[config.mk]
export PLATFORM = sky130hd
export DESIGN_NAME = wb_slave_mux_flat
export DESIGN_NICKNAME = d
export VERILOG_FILES = /design/src/rtl/wb_slave_mux_if.sv /design/src/rtl/wb_slave_mux.sv /design/src/flat_wrapper.sv
export SDC_FILE = /design/constraint.sdc
export NUM_CORES = 1
export LEC_CHECK = 0
export CORE_MARGIN = 8
export CORE_UTILIZATION = 25
export DETAILED_ROUTE_END_ITERATION = 8
export DONT_BUFFER_PORTS = 1
export GPL_TIMING_DRIVEN = 1
export PLACE_DENSITY = 0.46
export SLEW_MARGIN = 5
export SYNTH_ARGS = -nofsm -noshare
export SYNTH_HDL_FRONTEND = slang
export SYNTH_SLANG_ARGS = --single-unit
[constraint.sdc]
create_clock -name clk -period 3.5 [get_ports clk]
set_clock_uncertainty 0.1 [all_clocks]
set_input_delay 0.7 -clock clk [delete_from_list [all_inputs] [get_ports clk]]
set_output_delay 0.7 -clock clk [all_outputs]
set_load 0.03 [all_outputs]
[src/rtl/wb_slave_mux_if.sv]
// Bus bundle for wb_slave_mux: CPU-side Wishbone pipelined port plus the fan-out to NUM_SLAVES peripherals.
// Handshake: a request transfers on a clock edge where m_cyc&m_stb&!m_stall (slave side: s_stb&!s_stall); a response is a one-cycle ack or err pulse.
interface wb_slave_mux_if #(
  parameter int NUM_SLAVES = 4,
  parameter int ADDR_W     = 32,
  parameter int DATA_W     = 32
);
  logic                         m_cyc;
  logic                         m_stb;
  logic                         m_we;
  logic [ADDR_W-1:0]            m_adr;
  logic [DATA_W/8-1:0]          m_sel;
  logic [DATA_W-1:0]            m_dat_i;
  logic [DATA_W-1:0]            m_dat_o;
  logic                         m_ack;
  logic                         m_err;
  logic                         m_stall;
  logic [NUM_SLAVES-1:0]        s_cyc;
  logic [NUM_SLAVES-1:0]        s_stb;
  logic                         s_we;
  logic [ADDR_W-1:0]            s_adr;
  logic [DATA_W/8-1:0]          s_sel;
  logic [DATA_W-1:0]            s_dat_o;
  logic [NUM_SLAVES*DATA_W-1:0] s_dat_i;
  logic [NUM_SLAVES-1:0]        s_ack;
  logic [NUM_SLAVES-1:0]        s_err;
  logic [NUM_SLAVES-1:0]        s_stall;
  logic                         busy;

  // The decoder/mux itself: a slave towards the CPU, a master towards the peripherals.
  modport slave (
    input  m_cyc, m_stb, m_we, m_adr, m_sel, m_dat_i,
    output m_dat_o, m_ack, m_err, m_stall,
    output s_cyc, s_stb, s_we, s_adr, s_sel, s_dat_o,
    input  s_dat_i, s_ack, s_err, s_stall,
    output busy
  );

  // The environment around the mux: CPU master plus peripheral responders.
  modport master (
    output m_cyc, m_stb, m_we, m_adr, m_sel, m_dat_i,
    input  m_dat_o, m_ack, m_err, m_stall,
    input  s_cyc, s_stb, s_we, s_adr, s_sel, s_dat_o,
    output s_dat_i, s_ack, s_err, s_stall,
    input  busy
  );
endinterface

[src/rtl/wb_slave_mux.sv]
// Single-master Wishbone pipelined address decoder/mux with one outstanding transaction,
// decode-miss error and per-transaction response timeout.
module wb_slave_mux #(
  parameter int                           NUM_SLAVES     = 4,
  parameter int                           ADDR_W         = 32,
  parameter int                           DATA_W         = 32,
  parameter logic [NUM_SLAVES*ADDR_W-1:0] SLAVE_BASE     = '0,
  parameter logic [NUM_SLAVES*ADDR_W-1:0] SLAVE_MASK     = '0,
  parameter int                           TIMEOUT_CYCLES = 255
) (
  input  logic                clk,
  input  logic                rst,
  wb_slave_mux_if.slave       bus,
  output logic [1:0]          state_dbg_o
);
  localparam int IDX_W = (NUM_SLAVES > 1) ? $clog2(NUM_SLAVES) : 1;
  localparam int CNT_W = $clog2(TIMEOUT_CYCLES + 1);
  localparam logic [CNT_W-1:0] CNT_MAX  = CNT_W'(TIMEOUT_CYCLES);
  localparam logic [CNT_W-1:0] CNT_LAST = CNT_W'(TIMEOUT_CYCLES - 1);

  typedef enum logic [1:0] {S_IDLE, S_ISSUE, S_WAIT, S_DECERR} state_e;

  state_e              state_q, state_d;
  logic [IDX_W-1:0]    idx_q, idx_d;
  logic [CNT_W-1:0]    cnt_q, cnt_d;
  logic [ADDR_W-1:0]   adr_q, adr_d;
  logic                we_q, we_d;
  logic [DATA_W/8-1:0] sel_q, sel_d;
  logic [DATA_W-1:0]   wdat_q, wdat_d;
  logic [DATA_W-1:0]   m_dat_q, m_dat_d;
  logic                m_ack_q, m_ack_d;
  logic                m_err_q, m_err_d;

  logic                hit;
  logic [IDX_W-1:0]    hit_idx;
  logic [NUM_SLAVES-1:0] idx_oh;
  logic                sel_ack, sel_err, sel_stall, respond;
  logic [DATA_W-1:0]   sel_dat;

  // Scan from the top down so the lowest matching window wins on overlap.
  always_comb begin
    hit     = 1'b0;
    hit_idx = '0;
    for (int k = NUM_SLAVES - 1; k >= 0; k--) begin
      if ((bus.m_adr & SLAVE_MASK[k*ADDR_W +: ADDR_W]) == SLAVE_BASE[k*ADDR_W +: ADDR_W]) begin
        hit     = 1'b1;
        hit_idx = IDX_W'(k);
      end
    end
  end

  // Only the latched target's response lines are ever looked at.
  always_comb begin
    idx_oh    = '0;
    sel_ack   = 1'b0;
    sel_err   = 1'b0;
    sel_stall = 1'b0;
    sel_dat   = '0;
    for (int k = 0; k < NUM_SLAVES; k++) begin
      if (idx_q == IDX_W'(k)) begin
        idx_oh[k] = 1'b1;
        sel_ack   = bus.s_ack[k];
        sel_err   = bus.s_err[k];
        sel_stall = bus.s_stall[k];
        sel_dat   = bus.s_dat_i[k*DATA_W +: DATA_W];
      end
    end
  end

  always_comb begin
    state_d = state_q;
    idx_d   = idx_q;
    cnt_d   = cnt_q;
    adr_d   = adr_q;
    we_d    = we_q;
    sel_d   = sel_q;
    wdat_d  = wdat_q;
    m_dat_d = m_dat_q;
    m_ack_d = 1'b0;
    m_err_d = 1'b0;
    // A response in ISSUE only counts once the slave has taken the strobe.
    respond = ((state_q == S_WAIT) || !sel_stall) && (sel_ack || sel_err);
    unique case (state_q)
      S_IDLE: begin
        if (bus.m_cyc && bus.m_stb) begin
          adr_d   = bus.m_adr;
          we_d    = bus.m_we;
          sel_d   = bus.m_sel;
          wdat_d  = bus.m_dat_i;
          idx_d   = hit_idx;
          cnt_d   = '0;
          state_d = hit ? S_ISSUE : S_DECERR;
        end
      end
      S_DECERR: begin
        m_err_d = 1'b1;
        state_d = S_IDLE;
      end
      S_ISSUE, S_WAIT: begin
        cnt_d = (cnt_q == CNT_MAX) ? cnt_q : cnt_q + CNT_W'(1);
        if (!bus.m_cyc) begin
          state_d = S_IDLE;
        end else if (respond) begin
          state_d = S_IDLE;
          m_err_d = sel_err;
          m_ack_d = !sel_err;
          if (!sel_err && !we_q) m_dat_d = sel_dat;
        end else if (cnt_q == CNT_LAST) begin
          state_d = S_IDLE;
          m_err_d = 1'b1;
        end else if ((state_q == S_ISSUE) && !sel_stall) begin
          state_d = S_WAIT;
        end
      end
      default: state_d = S_IDLE;
    endcase
  end

  always_ff @(posedge clk or posedge rst) begin
    if (rst) begin
      state_q <= S_IDLE;
      idx_q   <= '0;
      cnt_q   <= '0;
      adr_q   <= '0;
      we_q    <= 1'b0;
      sel_q   <= '0;
      wdat_q  <= '0;
      m_dat_q <= '0;
      m_ack_q <= 1'b0;
      m_err_q <= 1'b0;
    end else begin
      state_q <= state_d;
      idx_q   <= idx_d;
      cnt_q   <= cnt_d;
      adr_q   <= adr_d;
      we_q    <= we_d;
      sel_q   <= sel_d;
      wdat_q  <= wdat_d;
      m_dat_q <= m_dat_d;
      m_ack_q <= m_ack_d;
      m_err_q <= m_err_d;
    end
  end

  assign bus.m_dat_o  = m_dat_q;
  assign bus.m_ack    = m_ack_q;
  assign bus.m_err    = m_err_q;
  assign bus.m_stall  = (state_q != S_IDLE);
  assign bus.busy     = (state_q != S_IDLE);
  assign bus.s_cyc    = ((state_q == S_ISSUE) || (state_q == S_WAIT)) ? idx_oh : '0;
  assign bus.s_stb    = (state_q == S_ISSUE) ? idx_oh : '0;
  assign bus.s_we     = we_q;
  assign bus.s_adr    = adr_q;
  assign bus.s_sel    = sel_q;
  assign bus.s_dat_o  = wdat_q;
  assign state_dbg_o  = state_q;
endmodule

[src/flat_wrapper.sv]
// flat-port wrapper written by rule: the top's interface ports become plain ports
module wb_slave_mux_flat 
#(
  parameter int                           NUM_SLAVES     = 4,
  parameter int                           ADDR_W         = 32,
  parameter int                           DATA_W         = 32,
  parameter logic [NUM_SLAVES*ADDR_W-1:0] SLAVE_BASE     = '0,
  parameter logic [NUM_SLAVES*ADDR_W-1:0] SLAVE_MASK     = '0,
  parameter int                           TIMEOUT_CYCLES = 255
)
  (clk, rst, state_dbg_o, bus_m_cyc, bus_m_stb, bus_m_we, bus_m_adr, bus_m_sel, bus_m_dat_i, bus_m_dat_o, bus_m_ack, bus_m_err, bus_m_stall, bus_s_cyc, bus_s_stb, bus_s_we, bus_s_adr, bus_s_sel, bus_s_dat_o, bus_s_dat_i, bus_s_ack, bus_s_err, bus_s_stall, bus_busy);
  wb_slave_mux_if #(.NUM_SLAVES(NUM_SLAVES), .ADDR_W(ADDR_W), .DATA_W(DATA_W)) bus_i ();
  input  logic clk;
  input  logic rst;
  output logic [1:0] state_dbg_o;
  input wire logic [$bits(bus_i.m_cyc)-1:0] bus_m_cyc;
  input wire logic [$bits(bus_i.m_stb)-1:0] bus_m_stb;
  input wire logic [$bits(bus_i.m_we)-1:0] bus_m_we;
  input wire logic [$bits(bus_i.m_adr)-1:0] bus_m_adr;
  input wire logic [$bits(bus_i.m_sel)-1:0] bus_m_sel;
  input wire logic [$bits(bus_i.m_dat_i)-1:0] bus_m_dat_i;
  output wire logic [$bits(bus_i.m_dat_o)-1:0] bus_m_dat_o;
  output wire logic [$bits(bus_i.m_ack)-1:0] bus_m_ack;
  output wire logic [$bits(bus_i.m_err)-1:0] bus_m_err;
  output wire logic [$bits(bus_i.m_stall)-1:0] bus_m_stall;
  output wire logic [$bits(bus_i.s_cyc)-1:0] bus_s_cyc;
  output wire logic [$bits(bus_i.s_stb)-1:0] bus_s_stb;
  output wire logic [$bits(bus_i.s_we)-1:0] bus_s_we;
  output wire logic [$bits(bus_i.s_adr)-1:0] bus_s_adr;
  output wire logic [$bits(bus_i.s_sel)-1:0] bus_s_sel;
  output wire logic [$bits(bus_i.s_dat_o)-1:0] bus_s_dat_o;
  input wire logic [$bits(bus_i.s_dat_i)-1:0] bus_s_dat_i;
  input wire logic [$bits(bus_i.s_ack)-1:0] bus_s_ack;
  input wire logic [$bits(bus_i.s_err)-1:0] bus_s_err;
  input wire logic [$bits(bus_i.s_stall)-1:0] bus_s_stall;
  output wire logic [$bits(bus_i.busy)-1:0] bus_busy;
  assign bus_i.m_cyc = bus_m_cyc;
  assign bus_i.m_stb = bus_m_stb;
  assign bus_i.m_we = bus_m_we;
  assign bus_i.m_adr = bus_m_adr;
  assign bus_i.m_sel = bus_m_sel;
  assign bus_i.m_dat_i = bus_m_dat_i;
  assign bus_m_dat_o = bus_i.m_dat_o;
  assign bus_m_ack = bus_i.m_ack;
  assign bus_m_err = bus_i.m_err;
  assign bus_m_stall = bus_i.m_stall;
  assign bus_s_cyc = bus_i.s_cyc;
  assign bus_s_stb = bus_i.s_stb;
  assign bus_s_we = bus_i.s_we;
  assign bus_s_adr = bus_i.s_adr;
  assign bus_s_sel = bus_i.s_sel;
  assign bus_s_dat_o = bus_i.s_dat_o;
  assign bus_i.s_dat_i = bus_s_dat_i;
  assign bus_i.s_ack = bus_s_ack;
  assign bus_i.s_err = bus_s_err;
  assign bus_i.s_stall = bus_s_stall;
  assign bus_busy = bus_i.busy;
  wb_slave_mux #(.NUM_SLAVES(NUM_SLAVES), .ADDR_W(ADDR_W), .DATA_W(DATA_W), .SLAVE_BASE(SLAVE_BASE), .SLAVE_MASK(SLAVE_MASK), .TIMEOUT_CYCLES(TIMEOUT_CYCLES)) u_core (.clk(clk), .rst(rst), .bus(bus_i), .state_dbg_o(state_dbg_o));
endmodule
==> results.txt <==
slowest cell on the critical path - dfrtp_1
Post-CTS Repair Setup Buffers - 0
GRT overflow - 0
Routed WL - 10,700 um
core area - 18,000 um^2
cts hold-fix bufs - 0
Fillers - 1,809
setup TNS - 0 ns
Hold/Removal Path Class - in2async
H-Tree Depth - 4
Cell Rows - 49
CP Data Required Time - 2.70 ns
Port Buffers - 0
placed cell areas - 4820 um^2
TritonRoute pass-1 iters - 4
DRT antenna net count - 0
Ports - 328
largest family of logic cells by synthesized area - multiplexers
final setup vio count - 0
Final Instance Area - 5520 um^2
commonest non-fill, non-tap cells in the layout - dfrtp_1 (113), mux2_2 (100), clkbuf_16 (17)
number of buffers created by CTS - 17
drt via density - 4.45
Synth Area in XOR/XNOR - 0
drt drc - 0
post-synthesis mux area share - 0.253
clock-pin slew on the worst setup and hold paths - 0.05 ns
Max-cap violations - 0
layout cell share with drive strength beyond 1 - 0.440
Register-to-Register Path Depth - 5
Max stage delay on crit path - 0.62 ns
Placed Cells - 522
initial antenna violation count - 1
CP Data Arrival Time - 1.89 ns
Crit. Startpoint - u_core.state_dbg_o[0]
global-route wire length before repair - 15,200 um
adder-cell share of the synthesized area - 0.0218
Worst R2R End - u_core.bus.s_dat_o[20]
largest net degree at the start of global routing - 114
CP max FO - 6
Compound-Gate Fraction of Synth Area - 0.0311
Die Width - 151 um
TritonCTS clock tree - built
worst skew pair latency - 0.40 ns
Seq/Total Area, Yosys - 0.617
final layout net count - 533
Post-Syn Area per Cell - 15.2 um^2
outcome - complete, no violations
final worst path period share - 0.770
Worst VDD drop - 450 uV
multi-input gate area in the final layout - 1630 um^2
number of global-route vias before repair - 2,582
area grow syn2layout - 20.4%
Syn Inst Count - 302
WL/cell - 19.4 um
clock sink count - 113
die height - 151 um
Synth Area in Simple Gates - 0.0429
CP Cell Sequence - inv_1, ha_1, inv_1
Worst path most repeated cell - inv_1
unrepaired setup endpoints after global routing - no
#FFs+latches synth - 113
post-cts resize count - 0
slack of the worst reg-to-reg path - 0.91 ns
pwr/cell area - 1200 nW/um^2
CTS Buffer Depth - 2
post-DP HPWL - 7860 um
initial core utilization - 0.255
Slew HR - 0.472
initial drt markers - 25
P_leak - 2.38 nW
distinct cell type count after synthesis - 32
Setup crit start kind - register
cell area after synthesis - 4580 um^2
diode count - 0
Max Freq - 371 MHz
CP endpoint kind - output port
synth warn - 0
register area - 2830 um^2
Clock Root Buffer - clkbuf_16
worst slew pin tran - 0.792 ns
Vias - 2,467
commonest non-fill, non-tap cell in the layout - dfrtp_1
Final min period - 2.69 ns
final hold violation count - 0
fin. max-slew vios - 0
non-filler cells, final - 554
Setup CP Type - reg2out
worst r2r src - u_core.state_dbg_o[0]
GRT Overall Usage - 0.0889
gpl congestion - 0.676
Die ar. - 22,900 um^2
[Yosys cell counts]
cell	n	area share
a21bo_2	1	0.0022
a21oi_1	5	0.0055
a22o_1	1	0.0019
and2_1	1	0.0014
and2b_1	1	0.0016
buf_2	8	0.0087
buf_4	7	0.011
buf_6	3	0.0074
conb_1	1	0.00082
dfrtp_1	113	0.62
ha_1	8	0.022
inv_1	7	0.0057
mux2_1	2	0.0049
mux2_2	100	0.25
mux2i_1	1	0.0022
nand2_1	5	0.0041
nand2b_1	2	0.0027
nand2b_4	1	0.0030
nand3_1	5	0.0055
nand4_1	2	0.0027
nor2_1	4	0.0033
nor2b_1	1	0.0014
nor3_1	3	0.0033
nor3b_1	1	0.0016
nor4_4	1	0.0046
o211ai_2	1	0.0027
o21ai_0	5	0.0055
o31ai_1	6	0.0098
o41ai_2	1	0.0036
or2_1	1	0.0014
or3_1	1	0.0014
or4_1	3	0.0049
[sequential cells by signal, indices dropped and copies added (netlist names)]
| name | flops |
|---|---|
| u_core.state_dbg_o | 2 |
| u_core.bus.s_we | 1 |
| u_core.bus.m_err | 1 |
| u_core.bus.s_sel | 4 |
| u_core.bus.s_dat_o | 32 |
| u_core.bus.m_dat_o | 32 |
| u_core.bus.s_adr | 32 |
| u_core.cnt_q | 8 |
| u_core.bus.m_ack | 1 |
[worst max-delay path by stage]
stage / to / slack, ns / cells past startpoint
detailed placement: u_core.bus.s_dat_o[24] / 0.85 / 5
global route: bus_busy / 0.71 / 3
finish: bus_busy / 0.81 / 3
floorplan: u_core.bus.m_dat_o[10] / 1.0 / 6
CTS: bus_busy / 0.76 / 3
global placement: u_core.bus.s_dat_o[7] / 0.88 / 5
[cell families after synthesis]
logic type / count (synthesis)
buffers and inverters: 25
AND/OR/NAND/NOR: 32
AO/OA/AOI/OAI: 20
adder cells (fa/ha/maj): 8
other: 1
multiplexers: 103
flip-flops: 113
[final cells by class]
type	instances	area share
clock buffers	18	0.0796
repair buffers	4	0.00771
multi-input cells	169	0.296
clock inverters	14	0.0469
flip-flops and latches	113	0.512
well taps	229	0.0519
inverters	7	0.00544
[power by group]
part | switching (mW) | total (mW) | internal (mW)
combinational | 0.418 | 0.982 | 0.564
clock | 0.605 | 2.03 | 1.43
sequential | 1.72 | 3.63 | 1.91
total | 2.74 | 6.64 | 3.90
[per-layer routing]
metal  share of wire  vias up  global-route usage
met1            0.35     1218              0.0896
met2            0.46      161               0.133
met5         0.00093        -                   0
li1                -     1076                   -
met4           0.012        2              0.0401
met3            0.18       10              0.0702
[worst max-delay path: cells and delay by family (launching register included)]
family / cells / cell delay [ns]
fa+ha+maj: 1 / 0.28
buf+inv: 2 / 0.59
flops: 1 / 0.62
[stage by stage]
stage          total power, mW   util  hold slack, ns  worst slack (ns)
2_1_floorplan             4.35      -           0.389             0.995
5_1_grt                   6.98  0.307           0.246             0.712
3_5_place_dp              4.69  0.268           0.427             0.847
3_3_place_gp              4.65  0.268           0.428             0.885
6_report                  6.64  0.307           0.205             0.806
4_1_cts                   6.76  0.307           0.272             0.764
(Power assumes the default switching activity.)
